--- config.mk ---
export PLATFORM = sky130hd
export DESIGN_NAME = pipe_fetch_queue
export DESIGN_NICKNAME = d
export VERILOG_FILES = /design/src/rtl/pipe_fetch_queue.sv
export SDC_FILE = /design/constraint.sdc
export NUM_CORES = 1
export LEC_CHECK = 0
export ABC_AREA = 1
export BUFFER_PORTS_ARGS = -buffer_cell sky130_fd_sc_hd__clkbuf_2
export CAP_MARGIN = 5
export CORE_UTILIZATION = 25
export CTS_BUF_LIST = sky130_fd_sc_hd__clkbuf_2 sky130_fd_sc_hd__clkbuf_4 sky130_fd_sc_hd__clkbuf_8
export CTS_CLUSTER_SIZE = 10
export DETAILED_ROUTE_END_ITERATION = 8
export HOLD_SLACK_MARGIN = 0.03
export SLEW_MARGIN = 20
export SYNTH_ARGS = -nofsm -noshare
export SYNTH_HDL_FRONTEND = slang
export SYNTH_SLANG_ARGS = --single-unit
--- constraint.sdc ---
create_clock -name clock -period 4.8 [get_ports clock]
set_clock_uncertainty 0.05 [all_clocks]
set_input_delay 0.96 -clock clock [delete_from_list [all_inputs] [get_ports clock]]
set_output_delay 0.96 -clock clock [all_outputs]
set_load 0.005 [all_outputs]
--- src/rtl/pipe_fetch_queue.sv ---
// Instruction fetch queue between fetch and decode: DEPTH-entry FIFO of {inst, pc4} pairs
// with redirect flush. Define FETCHQ_BYPASS_EN to let an empty queue pass fetch straight to decode.
module pipe_fetch_queue #(
   parameter int DEPTH = 4,
   parameter int CW    = $clog2(DEPTH) + 1
) (
   input  logic          clock,
   input  logic          resetn,
   input  logic          in_valid,
   output logic          in_ready,
   input  logic [31:0]   in_inst,
   input  logic [31:0]   in_pc4,
   output logic          out_valid,
   input  logic          out_ready,
   output logic [31:0]   out_inst,
   output logic [31:0]   out_pc4,
   input  logic          flush,
   output logic [CW-1:0] count
);

   localparam int            AW       = $clog2(DEPTH);
   localparam logic [CW-1:0] FULL_CNT = CW'(DEPTH);
   localparam logic [CW-1:0] ONE_CNT  = CW'(1);

   logic [63:0]   mem [DEPTH];
   logic [AW-1:0] rp;
   logic [AW-1:0] wp;
   logic [CW-1:0] cnt;

   logic empty;
   logic full;
   logic push;
   logic mem_rd;
   logic mem_wr;
   logic byp;
   logic byp_take;

   assign empty = (cnt == '0);
   assign full  = (cnt == FULL_CNT);

`ifdef FETCHQ_BYPASS_EN
   // Empty queue: present the fetch word directly; consumed here means it is never stored.
   assign byp      = empty & in_valid & ~flush;
   assign byp_take = byp & out_ready;
`else
   assign byp      = 1'b0;
   assign byp_take = 1'b0;
`endif

   assign in_ready  = ~full & ~flush;
   assign out_valid = (~empty & ~flush) | byp;
   assign out_inst  = byp ? in_inst : mem[rp][63:32];
   assign out_pc4   = byp ? in_pc4  : mem[rp][31:0];
   assign count     = cnt;

   assign push   = in_valid & in_ready;
   assign mem_wr = push & ~byp_take;
   assign mem_rd = ~empty & ~flush & out_ready;

   always_ff @(posedge clock) begin
      if (mem_wr) begin
         mem[wp] <= {in_inst, in_pc4};
      end
   end

   always_ff @(posedge clock or negedge resetn) begin
      if (!resetn) begin
         rp  <= '0;
         wp  <= '0;
         cnt <= '0;
      end else if (flush) begin
         rp  <= '0;
         wp  <= '0;
         cnt <= '0;
      end else begin
         if (mem_wr) begin
            wp <= wp + 1'b1;
         end
         if (mem_rd) begin
            rp <= rp + 1'b1;
         end
         case ({mem_wr, mem_rd})
            2'b10:   cnt <= cnt + ONE_CNT;
            2'b01:   cnt <= cnt - ONE_CNT;
            default: cnt <= cnt;
         endcase
      end
   end

endmodule
==> flow_summary.toml <==
[status]
status = "finished clean"

[timing]
final_max_slew_viol_count = 0
setup_viol = 0
fin_crit_sh_pct = 80.20
hold_viol = 0
rsz0062_at_grt = "false"
fin_setup_tns_ns = 0
slew-limit-headroom_pct = 29.52
tightest_slew_ns = 1.057
setup_slack_ns = 0.9506
period_minus_slack_ns = 3.849
fmax_mhz = 259.8
timing.hold.ws_ns = 0.1674

[cells_and_area]
nFillCells = 3908
drive_above_1_share_pct = 26.99
layout.nets = 909
design_area_um2 = 12030
final_core_util_pct = 30.91
area_growth_syn_to_layout_pct = 21.02

[routing]
vias = 6078
post-route-drc-count = 0
drtPass1Iterations = 4
final_antenna_net_count = 0
viasPerCell = 4.385
routed_wl_um = 23080
drt_iter0_drc = 309
wl_per_cell_um = 16.65

[global_route]
grt_use_total_pct = 11.34
grt_overflow = 0
grt_max_degree = 68
grt_pass1_vias = 6276
grt_pass1_wl_um = 35340
antenna_found_initial = 1

[clock_network]
clk_pin_slew_ns = 0.06
postCtsHoldBufs = 0
clock-root-buffer = "clkbuf_8"
clock_sinks = 263
clock_latency_ns = 0.57
cts_setup_buffers = 0
cts_resized = 0
cts-buffers-inserted = 44
cts_buffer_depth = 3
htreeDepth = 2
cts_tree = "done"

[worst_setup_path]
cp.required_ns = 3.79
max_stage_delay_ns = 0.74
path_cells = "inv_4, buf_12, o21ai_0, o22ai_1, clkbuf_2"
end_kind = "output port"
path_max_fanout = 67
r2r_cells = 5
crit_type = "reg2out"
crit_slowest_cell = "dfrtp_4"
worst-endpoint-arrival_ns = 2.84
start_kind = "register"
crit_start = "rp[0]"
r2r-start = "count[0]"

[synth]
yosys-top-cells-area = "edfxtp_1 77%, o21ai_0 6.4%, nor2_1 5.0%, o22ai_1 4.0%, dfrtp_1 1.8%"
syn_area_per_cell_um2 = 14.55
yosysMostFrequentCell = "edfxtp_1"
syn_nets = 757
synthCells = 683
synthTopCellsByCount = "256 x edfxtp_1, 133 x nor2_1, 128 x o21ai_0, 64 x o22ai_1, 25 x clkbuf_1"
yosysWarnings = 0
synth_edf_count = 256
async_flop_share_pct = 2.662
ys_seq_elements = 263
synth_flop_cell = "edfxtp_1"
synth_top_area_share_pct = 77.34
yosysSeqAreaShare_pct = 79.10
synth_cell_types = 25
synth_top_cell_by_area = "edfxtp_1"
mappedNetlistArea_um2 = 9940

[pwr]
peakVddDrop_uv = 255.3
powerDensity_nw_per_um2 = 508.5
p_leak_nw = 4.196

[placed_design]
portBuffers = 137
hpwlAfterDp_um = 12840
place_area_um2 = 11170
place_congestion = 0.7017
dp_slack_ns = 1.492

[die]
die_area_um2 = 40560
die_y_um = 201.4
rows = 72
start_util_pct = 25.54
num_io_pins = 138
fp.dieW_um = 201.4
core_um2 = 38920

[run]
maxCapViolCount = 0

[worst_hold_path]
hold_class = "in2async"
[per-stage QoR]
stage               power (W)  cells
finish               0.006117   1386
floorplan            0.003647    683
detailed placement   0.004230   1307
global route         0.006482   1385
CTS                  0.006219   1385
global placement     0.004206   1307
[cells in the final DEF, fill, tap and decap left out]
master | Yosys | final
bufinv_16 | 0 | 1
nor2_1 | 133 | 129
clkbuf_2 | 0 | 137
xnor2_1 | 1 | 1
diode_2 | 0 | 1
nand2_2 | 4 | 4
o31ai_2 | 1 | 1
dfrtp_4 | 0 | 1
clkbuf_4 | 0 | 16
ha_1 | 4 | 4
nor2_4 | 1 | 5
clkbuf_8 | 0 | 46
o22ai_1 | 64 | 64
a21oi_1 | 1 | 1
inv_4 | 1 | 1
clkinv_2 | 0 | 3
dfrtp_2 | 0 | 1
o21ai_1 | 3 | 3
nor2_2 | 1 | 1
dfrtp_1 | 7 | 5
o21ai_0 | 128 | 128
inv_6 | 0 | 1
inv_1 | 10 | 10
inv_2 | 2 | 3
nand3_2 | 1 | 1
nand2_1 | 14 | 14
fa_1 | 1 | 1
clkinv_1 | 1 | 9
edfxtp_1 | 256 | 256
buf_4 | 8 | 9
nand3_1 | 8 | 8
clkinvlp_4 | 0 | 2
buf_12 | 0 | 1
[sequential cells by signal, indices dropped and copies added, names as in the netlist]
signal	count
rp	2
count	3
mem	256
wp	2
[routing by layer]
layer,GRT usage (%),wire length [µm]
met1,13.36,10020
met2,18.56,10800
met3,4.584,1744
met4,4.113,516
met5,0,0
[worst max-delay path, delay by kind of cell, from the launching register on]
family / cells / cell delay, ns
AOI/OAI and AO/OA: 2 / 0.35
buffers and inverters: 3 / 1.06
DFF: 1 / 0.74
[worst paths after layout]
path,endpoint,slack (ns)
min in group clock,wp[0],0.51
worst max-delay path,out_pc4[30],0.95
worst min-delay path,count[1],0.17
max in group asynchronous,rp[0],4.33
worst max register to register,mem[3][13],2.26
worst min register to register,wp[0],0.51
[layout make-up]
type	instances	area, µm²	share of cell area (%)
Sequential cell	263	7868	65.40
Timing Repair Buffer	147	773.2	6.428
Multi-Input combinational cell	365	1827	15.19
Antenna cell	1	2.502	0.02080
Inverter	14	55.05	0.4577
Tap cell	518	648.1	5.388
Clock inverter	16	102.6	0.8529
Clock buffer	62	753.2	6.262
[power breakdown]
part	switching (W)	internal (W)
Clock	0.000893	0.00107
Combinational	0.000867	0.000487
Sequential	0.000115	0.00269
[cells by family (layout without fill, tap and decap cells)]
logic type | count (synthesis) | in the layout | synth area share (%)
simple gates | 162 | 162 | 6.483
xor+xnor | 1 | 1 | 0.08813
other cells | 0 | 1 | 0
fa+ha+maj | 5 | 5 | 0.7050
compound gates | 197 | 197 | 10.80
buf+inv | 55 | 239 | 2.820
flops | 263 | 263 | 79.10
Note: power is estimated with default switching activity, not from simulation.
